File: src/rtl/id_ex_stage_if.sv
// Decode-to-execute bundle: ID-side instruction, hazard-unit controls,
// forwarding data, the registered EX-side fields and the event counters.
interface id_ex_stage_if #(
  parameter int XLEN  = 32,
  parameter int CNT_W = 16
);
  logic             id_valid;
  logic [XLEN-1:0]  id_pc;
  logic [4:0]       id_rs1;
  logic [4:0]       id_rs2;
  logic [4:0]       id_rd;
  logic [XLEN-1:0]  id_rs1_data;
  logic [XLEN-1:0]  id_rs2_data;
  logic [XLEN-1:0]  id_imm;
  logic             id_reg_write;
  logic             id_mem_read;
  logic             id_mem_write;
  logic             id_alu_src;
  logic [3:0]       id_alu_op;

  logic             stall;
  logic             flush;
  logic [1:0]       forward_a_src;
  logic [1:0]       forward_b_src;
  logic [XLEN-1:0]  ex_fwd_data;
  logic [XLEN-1:0]  mem_fwd_data;
  logic             ex_ready;
  logic             id_ready;

  logic             ex_valid;
  logic [XLEN-1:0]  ex_pc;
  logic [XLEN-1:0]  ex_op_a;
  logic [XLEN-1:0]  ex_op_b;
  logic [XLEN-1:0]  ex_imm;
  logic [4:0]       ex_rs1;
  logic [4:0]       ex_rs2;
  logic [4:0]       ex_rd;
  logic             ex_reg_write;
  logic             ex_mem_read;
  logic             ex_mem_write;
  logic             ex_alu_src;
  logic [3:0]       ex_alu_op;
  logic [CNT_W-1:0] bubble_count;
  logic [CNT_W-1:0] flush_count;

  // Driver side: decode stage, hazard unit and downstream stages.
  modport master (
    output id_valid, id_pc, id_rs1, id_rs2, id_rd, id_rs1_data, id_rs2_data,
           id_imm, id_reg_write, id_mem_read, id_mem_write, id_alu_src, id_alu_op,
           stall, flush, forward_a_src, forward_b_src, ex_fwd_data, mem_fwd_data,
           ex_ready,
    input  id_ready, ex_valid, ex_pc, ex_op_a, ex_op_b, ex_imm, ex_rs1, ex_rs2,
           ex_rd, ex_reg_write, ex_mem_read, ex_mem_write, ex_alu_src, ex_alu_op,
           bubble_count, flush_count
  );

  // The pipeline register itself.
  modport slave (
    input  id_valid, id_pc, id_rs1, id_rs2, id_rd, id_rs1_data, id_rs2_data,
           id_imm, id_reg_write, id_mem_read, id_mem_write, id_alu_src, id_alu_op,
           stall, flush, forward_a_src, forward_b_src, ex_fwd_data, mem_fwd_data,
           ex_ready,
    output id_ready, ex_valid, ex_pc, ex_op_a, ex_op_b, ex_imm, ex_rs1, ex_rs2,
           ex_rd, ex_reg_write, ex_mem_read, ex_mem_write, ex_alu_src, ex_alu_op,
           bubble_count, flush_count
  );
endinterface

File: src/rtl/id_ex_stage.sv
// ID/EX pipeline register: operand forwarding mux, flush/hold/bubble/load
// sequencing and saturating bubble/flush event counters.
module id_ex_stage #(
  parameter int XLEN  = 32,
  parameter int CNT_W = 16
) (
  input  logic         clk,
  input  logic         rst_n,
  id_ex_stage_if.slave bus
);

  logic [XLEN-1:0]  op_a_sel;
  logic [XLEN-1:0]  op_b_sel;

  logic             valid_d,     valid_q;
  logic [XLEN-1:0]  pc_d,        pc_q;
  logic [XLEN-1:0]  op_a_d,      op_a_q;
  logic [XLEN-1:0]  op_b_d,      op_b_q;
  logic [XLEN-1:0]  imm_d,       imm_q;
  logic [4:0]       rs1_d,       rs1_q;
  logic [4:0]       rs2_d,       rs2_q;
  logic [4:0]       rd_d,        rd_q;
  logic             reg_write_d, reg_write_q;
  logic             mem_read_d,  mem_read_q;
  logic             mem_write_d, mem_write_q;
  logic             alu_src_d,   alu_src_q;
  logic [3:0]       alu_op_d,    alu_op_q;
  logic [CNT_W-1:0] bubble_cnt_d, bubble_cnt_q;
  logic [CNT_W-1:0] flush_cnt_d,  flush_cnt_q;

  always_comb begin
    unique case (bus.forward_a_src)
      2'b01:   op_a_sel = bus.ex_fwd_data;
      2'b10:   op_a_sel = bus.mem_fwd_data;
      default: op_a_sel = bus.id_rs1_data;
    endcase
    unique case (bus.forward_b_src)
      2'b01:   op_b_sel = bus.ex_fwd_data;
      2'b10:   op_b_sel = bus.mem_fwd_data;
      default: op_b_sel = bus.id_rs2_data;
    endcase
  end

  assign bus.id_ready = bus.ex_ready & ~bus.stall & ~bus.flush;

  always_comb begin
    valid_d      = valid_q;
    pc_d         = pc_q;
    op_a_d       = op_a_q;
    op_b_d       = op_b_q;
    imm_d        = imm_q;
    rs1_d        = rs1_q;
    rs2_d        = rs2_q;
    rd_d         = rd_q;
    reg_write_d  = reg_write_q;
    mem_read_d   = mem_read_q;
    mem_write_d  = mem_write_q;
    alu_src_d    = alu_src_q;
    alu_op_d     = alu_op_q;
    bubble_cnt_d = bubble_cnt_q;
    flush_cnt_d  = flush_cnt_q;

    // Flush and stall both leave a bubble; only the counter differs.
    if (bus.flush || (bus.ex_ready && bus.stall)) begin
      valid_d     = 1'b0;
      rs1_d       = '0;
      rs2_d       = '0;
      rd_d        = '0;
      reg_write_d = 1'b0;
      mem_read_d  = 1'b0;
      mem_write_d = 1'b0;
      alu_src_d   = 1'b0;
      alu_op_d    = '0;
      if (bus.flush) begin
        if (flush_cnt_q != {CNT_W{1'b1}}) flush_cnt_d = flush_cnt_q + 1'b1;
      end else begin
        if (bubble_cnt_q != {CNT_W{1'b1}}) bubble_cnt_d = bubble_cnt_q + 1'b1;
      end
    end else if (bus.ex_ready) begin
      valid_d     = bus.id_valid;
      pc_d        = bus.id_pc;
      op_a_d      = op_a_sel;
      op_b_d      = op_b_sel;
      imm_d       = bus.id_imm;
      rs1_d       = bus.id_rs1;
      rs2_d       = bus.id_rs2;
      rd_d        = bus.id_rd;
      // An empty slot must never carry a register or memory write forward.
      reg_write_d = bus.id_valid & bus.id_reg_write;
      mem_read_d  = bus.id_valid & bus.id_mem_read;
      mem_write_d = bus.id_valid & bus.id_mem_write;
      alu_src_d   = bus.id_valid & bus.id_alu_src;
      alu_op_d    = bus.id_valid ? bus.id_alu_op : 4'd0;
    end
  end

  always_ff @(posedge clk or negedge rst_n) begin
    if (!rst_n) begin
      valid_q      <= 1'b0;
      pc_q         <= '0;
      op_a_q       <= '0;
      op_b_q       <= '0;
      imm_q        <= '0;
      rs1_q        <= '0;
      rs2_q        <= '0;
      rd_q         <= '0;
      reg_write_q  <= 1'b0;
      mem_read_q   <= 1'b0;
      mem_write_q  <= 1'b0;
      alu_src_q    <= 1'b0;
      alu_op_q     <= '0;
      bubble_cnt_q <= '0;
      flush_cnt_q  <= '0;
    end else begin
      valid_q      <= valid_d;
      pc_q         <= pc_d;
      op_a_q       <= op_a_d;
      op_b_q       <= op_b_d;
      imm_q        <= imm_d;
      rs1_q        <= rs1_d;
      rs2_q        <= rs2_d;
      rd_q         <= rd_d;
      reg_write_q  <= reg_write_d;
      mem_read_q   <= mem_read_d;
      mem_write_q  <= mem_write_d;
      alu_src_q    <= alu_src_d;
      alu_op_q     <= alu_op_d;
      bubble_cnt_q <= bubble_cnt_d;
      flush_cnt_q  <= flush_cnt_d;
    end
  end

  assign bus.ex_valid     = valid_q;
  assign bus.ex_pc        = pc_q;
  assign bus.ex_op_a      = op_a_q;
  assign bus.ex_op_b      = op_b_q;
  assign bus.ex_imm       = imm_q;
  assign bus.ex_rs1       = rs1_q;
  assign bus.ex_rs2       = rs2_q;
  assign bus.ex_rd        = rd_q;
  assign bus.ex_reg_write = reg_write_q;
  assign bus.ex_mem_read  = mem_read_q;
  assign bus.ex_mem_write = mem_write_q;
  assign bus.ex_alu_src   = alu_src_q;
  assign bus.ex_alu_op    = alu_op_q;
  assign bus.bubble_count = bubble_cnt_q;
  assign bus.flush_count  = flush_cnt_q;

endmodule

File: src/flat_wrapper.sv
// flat-port wrapper written by rule: the top's interface ports become plain ports
module id_ex_stage_flat 
#(
  parameter int XLEN  = 32,
  parameter int CNT_W = 16
)
  (clk, rst_n, bus_id_valid, bus_id_pc, bus_id_rs1, bus_id_rs2, bus_id_rd, bus_id_rs1_data, bus_id_rs2_data, bus_id_imm, bus_id_reg_write, bus_id_mem_read, bus_id_mem_write, bus_id_alu_src, bus_id_alu_op, bus_stall, bus_flush, bus_forward_a_src, bus_forward_b_src, bus_ex_fwd_data, bus_mem_fwd_data, bus_ex_ready, bus_id_ready, bus_ex_valid, bus_ex_pc, bus_ex_op_a, bus_ex_op_b, bus_ex_imm, bus_ex_rs1, bus_ex_rs2, bus_ex_rd, bus_ex_reg_write, bus_ex_mem_read, bus_ex_mem_write, bus_ex_alu_src, bus_ex_alu_op, bus_bubble_count, bus_flush_count);
  id_ex_stage_if #(.XLEN(XLEN), .CNT_W(CNT_W)) bus_i ();
  input  logic clk;
  input  logic rst_n;
  input wire logic [$bits(bus_i.id_valid)-1:0] bus_id_valid;
  input wire logic [$bits(bus_i.id_pc)-1:0] bus_id_pc;
  input wire logic [$bits(bus_i.id_rs1)-1:0] bus_id_rs1;
  input wire logic [$bits(bus_i.id_rs2)-1:0] bus_id_rs2;
  input wire logic [$bits(bus_i.id_rd)-1:0] bus_id_rd;
  input wire logic [$bits(bus_i.id_rs1_data)-1:0] bus_id_rs1_data;
  input wire logic [$bits(bus_i.id_rs2_data)-1:0] bus_id_rs2_data;
  input wire logic [$bits(bus_i.id_imm)-1:0] bus_id_imm;
  input wire logic [$bits(bus_i.id_reg_write)-1:0] bus_id_reg_write;
  input wire logic [$bits(bus_i.id_mem_read)-1:0] bus_id_mem_read;
  input wire logic [$bits(bus_i.id_mem_write)-1:0] bus_id_mem_write;
  input wire logic [$bits(bus_i.id_alu_src)-1:0] bus_id_alu_src;
  input wire logic [$bits(bus_i.id_alu_op)-1:0] bus_id_alu_op;
  input wire logic [$bits(bus_i.stall)-1:0] bus_stall;
  input wire logic [$bits(bus_i.flush)-1:0] bus_flush;
  input wire logic [$bits(bus_i.forward_a_src)-1:0] bus_forward_a_src;
  input wire logic [$bits(bus_i.forward_b_src)-1:0] bus_forward_b_src;
  input wire logic [$bits(bus_i.ex_fwd_data)-1:0] bus_ex_fwd_data;
  input wire logic [$bits(bus_i.mem_fwd_data)-1:0] bus_mem_fwd_data;
  input wire logic [$bits(bus_i.ex_ready)-1:0] bus_ex_ready;
  output wire logic [$bits(bus_i.id_ready)-1:0] bus_id_ready;
  output wire logic [$bits(bus_i.ex_valid)-1:0] bus_ex_valid;
  output wire logic [$bits(bus_i.ex_pc)-1:0] bus_ex_pc;
  output wire logic [$bits(bus_i.ex_op_a)-1:0] bus_ex_op_a;
  output wire logic [$bits(bus_i.ex_op_b)-1:0] bus_ex_op_b;
  output wire logic [$bits(bus_i.ex_imm)-1:0] bus_ex_imm;
  output wire logic [$bits(bus_i.ex_rs1)-1:0] bus_ex_rs1;
  output wire logic [$bits(bus_i.ex_rs2)-1:0] bus_ex_rs2;
  output wire logic [$bits(bus_i.ex_rd)-1:0] bus_ex_rd;
  output wire logic [$bits(bus_i.ex_reg_write)-1:0] bus_ex_reg_write;
  output wire logic [$bits(bus_i.ex_mem_read)-1:0] bus_ex_mem_read;
  output wire logic [$bits(bus_i.ex_mem_write)-1:0] bus_ex_mem_write;
  output wire logic [$bits(bus_i.ex_alu_src)-1:0] bus_ex_alu_src;
  output wire logic [$bits(bus_i.ex_alu_op)-1:0] bus_ex_alu_op;
  output wire logic [$bits(bus_i.bubble_count)-1:0] bus_bubble_count;
  output wire logic [$bits(bus_i.flush_count)-1:0] bus_flush_count;
  assign bus_i.id_valid = bus_id_valid;
  assign bus_i.id_pc = bus_id_pc;
  assign bus_i.id_rs1 = bus_id_rs1;
  assign bus_i.id_rs2 = bus_id_rs2;
  assign bus_i.id_rd = bus_id_rd;
  assign bus_i.id_rs1_data = bus_id_rs1_data;
  assign bus_i.id_rs2_data = bus_id_rs2_data;
  assign bus_i.id_imm = bus_id_imm;
  assign bus_i.id_reg_write = bus_id_reg_write;
  assign bus_i.id_mem_read = bus_id_mem_read;
  assign bus_i.id_mem_write = bus_id_mem_write;
  assign bus_i.id_alu_src = bus_id_alu_src;
  assign bus_i.id_alu_op = bus_id_alu_op;
  assign bus_i.stall = bus_stall;
  assign bus_i.flush = bus_flush;
  assign bus_i.forward_a_src = bus_forward_a_src;
  assign bus_i.forward_b_src = bus_forward_b_src;
  assign bus_i.ex_fwd_data = bus_ex_fwd_data;
  assign bus_i.mem_fwd_data = bus_mem_fwd_data;
  assign bus_i.ex_ready = bus_ex_ready;
  assign bus_id_ready = bus_i.id_ready;
  assign bus_ex_valid = bus_i.ex_valid;
  assign bus_ex_pc = bus_i.ex_pc;
  assign bus_ex_op_a = bus_i.ex_op_a;
  assign bus_ex_op_b = bus_i.ex_op_b;
  assign bus_ex_imm = bus_i.ex_imm;
  assign bus_ex_rs1 = bus_i.ex_rs1;
  assign bus_ex_rs2 = bus_i.ex_rs2;
  assign bus_ex_rd = bus_i.ex_rd;
  assign bus_ex_reg_write = bus_i.ex_reg_write;
  assign bus_ex_mem_read = bus_i.ex_mem_read;
  assign bus_ex_mem_write = bus_i.ex_mem_write;
  assign bus_ex_alu_src = bus_i.ex_alu_src;
  assign bus_ex_alu_op = bus_i.ex_alu_op;
  assign bus_bubble_count = bus_i.bubble_count;
  assign bus_flush_count = bus_i.flush_count;
  id_ex_stage #(.XLEN(XLEN), .CNT_W(CNT_W)) u_core (.clk(clk), .rst_n(rst_n), .bus(bus_i));
endmodule
File: config.mk
export PLATFORM = sky130hd
export DESIGN_NAME = id_ex_stage_flat
export DESIGN_NICKNAME = d
export VERILOG_FILES = /design/src/rtl/id_ex_stage_if.sv /design/src/rtl/id_ex_stage.sv /design/src/flat_wrapper.sv
export SDC_FILE = /design/constraint.sdc
export NUM_CORES = 1
export LEC_CHECK = 0
export CORE_AREA = 2 2 158 160
export CTS_CLUSTER_SIZE = 24
export DETAILED_ROUTE_END_ITERATION = 8
export DIE_AREA = 0 0 160 162
export PLACE_DENSITY = 0.7
export SYNTH_ARGS = -nofsm -noshare
export SYNTH_HDL_FRONTEND = slang
export SYNTH_SLANG_ARGS = --single-unit
File: constraint.sdc
create_clock -name clk -period 2.4 [get_ports clk]
set_input_delay 0.48 -clock clk [delete_from_list [all_inputs] [get_ports clk]]
set_output_delay 0.48 -clock clk [all_outputs]
set_load 0.02 [all_outputs]
# Word-level counts from Yosys, hierarchy flattened

Cells that the tools add are included.

Bits of input ports: 225
Register bits: 184

Reduce and logical (&&, ||, !) cells: 6
Muxes and demuxes: 21
Bitwise operators: 9
Eq/ne operators: 6
$add $sub $neg: 2

Operators by type and width:

| cell                  | number |
|---|---|
| $pmux 32 s2           | 2 |
| $add 16x1->16 const B | 2 |
| $ne 16x16->1 const B  | 2 |
| $mux 5                | 6 |
| $mux 4                | 3 |
| $mux 1                | 10 |
| $and 1x1->1           | 6 |
| $reduce_and 3->1      | 2 |
| $eq 2x1->1 const B    | 2 |
| $eq 2x2->1 const B    | 2 |
| $not 1->1             | 3 |
| $reduce_and 2->1      | 1 |
| $reduce_bool 2->1     | 1 |
| $logic_and 1x1->1     | 1 |
| $logic_or 1x1->1      | 1 |

# Longest topological paths before layout

Word-level depth: 4
Gate-level depth with buffers: 8

# Worst setup path after synthesis

OpenSTA, ideal clock, no wires.

Kind: in2out
From: input port bus_flush
To: output port bus_id_ready
Stages on the path: 6
Slack: 404 ps
Path buffers: 3
Required time: 1920 ps
Data arrival time: 1516 ps
Cells stage by stage: buf_2 > inv_1 > nand3b_1 > buf_2 > inv_2 > clkbuf_1

Cells in the longest elaborated chain, start to end: 2

Ends and longest elaborated chain:

| element         | RTL line           | RTL |
|---|---|---|
| start, declared | flat_wrapper.sv:25 | `input wire logic [$bits(bus_i.flush)-1:0] bus_flush;` |
| $not 1->1       | id_ex_stage.sv:44  | `assign bus.id_ready = bus.ex_ready & ~bus.stall & ~bus.flush;` |
| $and 1x1->1     | id_ex_stage.sv:44  |  |
| end, declared   | flat_wrapper.sv:31 | `output wire logic [$bits(bus_i.id_ready)-1:0] bus_id_ready;` |

Every way passes these cells.

# Worst setup path after layout

From: input port bus_stall
To: output port bus_id_ready

Cells in the longest elaborated chain, start to end: 3

Ends and longest elaborated chain:

| element                   | RTL line           | RTL |
|---|---|---|
| start, declared           | flat_wrapper.sv:24 | `input wire logic [$bits(bus_i.stall)-1:0] bus_stall;` |
| $not 1->1                 | id_ex_stage.sv:44  |  |
| $and 1x1->1 (2 in series) | id_ex_stage.sv:44  |  |

Every way passes these cells.

==> results_tabular.tex <==
\begin{tabular}{lr}
\hline
Metric & Value \\
\hline
\multicolumn{2}{l}{\textbf{Run status}} \\
Run status & complete, no violations \\
\multicolumn{2}{l}{\textbf{Logic synthesis}} \\
Adder-cell share of the synthesized area & 0.9116\% \\
Warning count from the yosys run & 0 \\
Sequential area share after synthesis & 55.91\% \\
Count of mapped cells out of synthesis & 903 \\
Post-Synth Simple-Gate Area & 20.18\% \\
Mapped cell area & 8235 um2 \\
Post-synth ARST share & 100.0\% \\
Largest area contributor in the synthesized netlist & dfrtp\_1 \\
Most common cell in the synthesized netlist & nand2\_1 \\
Number of flip-flops and latches in the synthesized netlist & 184 \\
Post-synth cell types & 37 \\
Synth Flop Type & dfrtp\_1 \\
Mux share of post-synthesis cell area & 0.4406\% \\
Synth top area cells & dfrtp\_1 56\%, nand2\_1 12\%, a22oi\_1 5.8\%, o21ai\_0 4.1\%, a21oi\_1 4.0\% \\
XOR/XNOR Fraction of Synth Area & 2.765\% \\
Synthesized net count & 1134 \\
Top cells by instance count after synthesis & 267 x nand2\_1, 184 x dfrtp\_1, 71 x nor2\_1, 68 x o21ai\_0, 66 x a21oi\_1 \\
Dominant combinational cell family by area after synthesis & simple AND/OR/NAND/NOR gates \\
EDFF count, synth & 0 \\
Syn avg cell area & 9.120 um2 \\
Fraction of the mapped netlist area in compound gates & 16.62\% \\
Share of the synthesized area in the top cell type & 55.91\% \\
\multicolumn{2}{l}{\textbf{Worst setup path}} \\
Most repeated library cell on the critical path & clkdlybuf4s50\_1 \\
Crit Path Category & in2out \\
Startpoint type of the worst setup path & primary input \\
Category of the worst setup path capture point & output port \\
Largest fanout on the critical path & 2 \\
Number of cells on the critical path & 4 \\
Chain of cells forming the critical path & clkdlybuf4s50\_1 -> nand3b\_1 -> inv\_2 -> clkdlybuf4s50\_1 \\
Required arrival time at the worst endpoint & 1920 ps \\
Maximum single-stage delay on the critical path & 600 ps \\
Depth of the worst register-to-register path & 5 \\
Crit path buf inv count & 3 \\
Data arrival at the endpoint of the critical path & 1840 ps \\
CP top delay family & buffers and inverters \\
Cell with the biggest individual delay on the critical path & clkdlybuf4s50\_1 \\
\multicolumn{2}{l}{\textbf{STA}} \\
Number of pins with negative max-slew slack in the final report & 0 \\
RSZ-0062 raised after global routing & no \\
Shortest period the worst path allows & 2315 ps \\
Final cycle utilization of the critical path & 96.47\% \\
Max Freq & 431.9 MHz \\
Final Hold Fails & 0 \\
Relative slew slack & 25.71\% \\
Setup violation total in the final timing report & 0 \\
Accumulated negative setup slack & 0 ps \\
Worst clock skew & 10.37 ps \\
Tightest Pin Transition & 1113 ps \\
\multicolumn{2}{l}{\textbf{Power and ir drop}} \\
Switching power total & 3.256 mW \\
Pleak & 5.955 nW \\
Power Total & 9.743 mW \\
Sw frac & 33.42\% \\
Peak ir drop on the vdd network & 0.3679 mV \\
Power density over the cells & 726.8 nW/um2 \\
P\_int & 6.487 mW \\
Gate power share & 31.0\% \\
Part of the power in the clock network & 28.9\% \\
Sequential Power Share & 40.1\% \\
\multicolumn{2}{l}{\textbf{Placed design}} \\
Routability-driven placement congestion ratio & 0.8974 \\
Placed wire-length estimate after detailed placement & 20.98 mm \\
\# placed instances & 1603 \\
Placed cell area & 12810 um2 \\
Count of buffers inserted at the top-level ports & 409 \\
\multicolumn{2}{l}{\textbf{Global routing}} \\
Total global routing overflow & 0 \\
Number of antenna violations at the first check in global routing & 0 \\
Number of global-route vias before repair & 7989 \\
Global routing usage summed across all routing layers & 21.76\% \\
Largest net degree at the start of global routing & 111 \\
Global-route wire length before repair & 44.52 mm \\
\multicolumn{2}{l}{\textbf{Die}} \\
Vertical die dimension & 162 um \\
FP Rows & 57 \\
Number of primary I/O pins & 410 \\
Effective utilization at floorplan & 34.16\% \\
Die Span X & 160 um \\
DIE AREA & 25920 um2 \\
Core box area & 24110 um2 \\
\multicolumn{2}{l}{\textbf{Final layout}} \\
Antenna cell count & 0 \\
Final Util & 55.62\% \\
Share of post-route cells with drive strength above 1 & 5.339\% \\
Growth of design area from synthesis to finish & 62.79\% \\
Final instance count without filler cells & 1635 \\
Number of nets in the layout & 1529 \\
Cell area after layout & 13410 um2 \\
\multicolumn{2}{l}{\textbf{Detailed routing}} \\
Post-route antenna net violation count & 0 \\
Wire length after detailed routing & 28.41 mm \\
Highest signal layer in the routed design & met4 \\
Per-cell via count in the routed design & 4.925 \\
Remaining design rule violation count & 0 \\
Violation count after the first detailed-routing iteration & 492 \\
Vias & 8053 \\
Met3 wire len & 2.065 mm \\
Average routed wire per standard cell & 17.38 um \\
DRT Pass-1 Iters & 5 \\
Length of routed met2 wiring & 13.96 mm \\
Routed metal-1 wirelength & 11.33 mm \\
\multicolumn{2}{l}{\textbf{Min path}} \\
Path type of the worst min-delay path & in2async \\
\multicolumn{2}{l}{\textbf{Clock tree}} \\
Clock latency on the worst-skew pair & 420 ps \\
CTS resizes & 0 \\
Maximum root-to-sink buffer count & 2 \\
Library cell used as clock root buffer & clkbuf\_16 \\
CTS Sinks & 184 \\
Number of CTS-inserted buffers & 17 \\
Hold-fix buffers at CTS & 0 \\
Post-CTS Repair Setup Buffers & 0 \\
H-tree depth & 4 \\
CTS tree & built \\
Post-CTS clock slew at the launch and capture registers of the worst setup and hold paths & 80 ps \\
\multicolumn{2}{l}{\textbf{Flow run}} \\
Max-cap violations & 0 \\
\hline
\end{tabular}
==> metal layers <==
metal	GRT usage (%)	vias up
met1	25.66	3795
met4	9.500	0
met2	36.84	309
met3	6.716	59
met5	0	-
li1	-	3890
==> stage by stage <==
| step | setup slack, ps | hold slack, ps |
|---|---|---|
| 6_report | 84.80 | 2.602 |
| 5_1_grt | 19.09 | 18.00 |
| 4_1_cts | 95.43 | 18.45 |
| 3_5_place_dp | 95.42 | 460.8 |
| 3_3_place_gp | 103.7 | 455.6 |
| 2_1_floorplan | 403.9 | 184.4 |
==> sequential cells by signal (all words and copies together) (netlist names), 4 cells and up <==
signal	count
u_core.bus.bubble_count	16
u_core.bus.ex_alu_op	4
u_core.bus.ex_imm	32
u_core.bus.ex_op_a	32
u_core.bus.ex_op_b	32
u_core.bus.ex_pc	32
u_core.bus.ex_rd	5
u_core.bus.ex_rs1	5
u_core.bus.ex_rs2	5
u_core.bus.flush_count	16
==> cell families after synthesis <==
logic type,after synthesis
AOI/OAI and AO/OA,223
xor gates and xnor gates,26
adders and majority gates,6
buffers and inverters,65
DFF,184
muxes,3
and+or+nand+nor,396
==> path summary, 6_finish.rpt <==
check / start / end / slack, ps
worst min register to register: u_core.bus.ex_imm[16] / u_core.bus.ex_imm[16] / 470
worst min-delay path: rst_n / u_core.bus.ex_op_a[23] / 3
worst max register to register: u_core.bus.bubble_count[0] / u_core.bus.bubble_count[1] / 480
max in group asynchronous: rst_n / u_core.bus.ex_op_a[20] / 1740
worst max-delay path: bus_stall / bus_id_ready / 80
min in group clk: u_core.bus.ex_imm[16] / u_core.bus.ex_imm[16] / 470
==> power by group through the flow <==
stage	clock network (mW)	logic [mW]	registers [mW]
floorplan	0	0.685	4.53
global placement	0	3.01	3.95
detailed placement	0	3.03	3.97
CTS	2.89	3.05	3.91
global route	3.05	3.23	3.98
finish	2.82	3.02	3.91
==> area by class of cell <==
class                           instances  area (um2)
Clock buffer                           18       439.2
Clock inverter                         14       155.1
Fill cell                            2165       10700
Inverter                                6       22.52
Multi-Input combinational cell        654        3377
Sequential cell                       184        4604
Tap cell                              324       405.4
Timing Repair Buffer                  435        4403
==> worst register-to-register path, delay by kind of cell, from the launching register on <==
kind          cells  cell delay, ps
fa+ha+maj         1             220
simple gates      3             840
mux               1             320
flops             1             410
==> placed cells by master (no fill, tap or decap), drive strengths merged, types with 2 or more instances in the layout <==
master / n
nand3: 12
a22o: 23
clkbuf: 18
and3: 4
buf: 27
a21oi: 66
nor3: 9
nor2: 72
a22oi: 64
nand4: 12
xor2: 19
and4: 4
clkdlybuf4s50: 408
dfrtp: 184
inv: 13
xnor2: 7
mux2: 2
clkinv: 6
ha: 6
nand2: 267
nor4: 8
o21ai: 68
No activity file was read; power rests on OpenSTA's default activity.
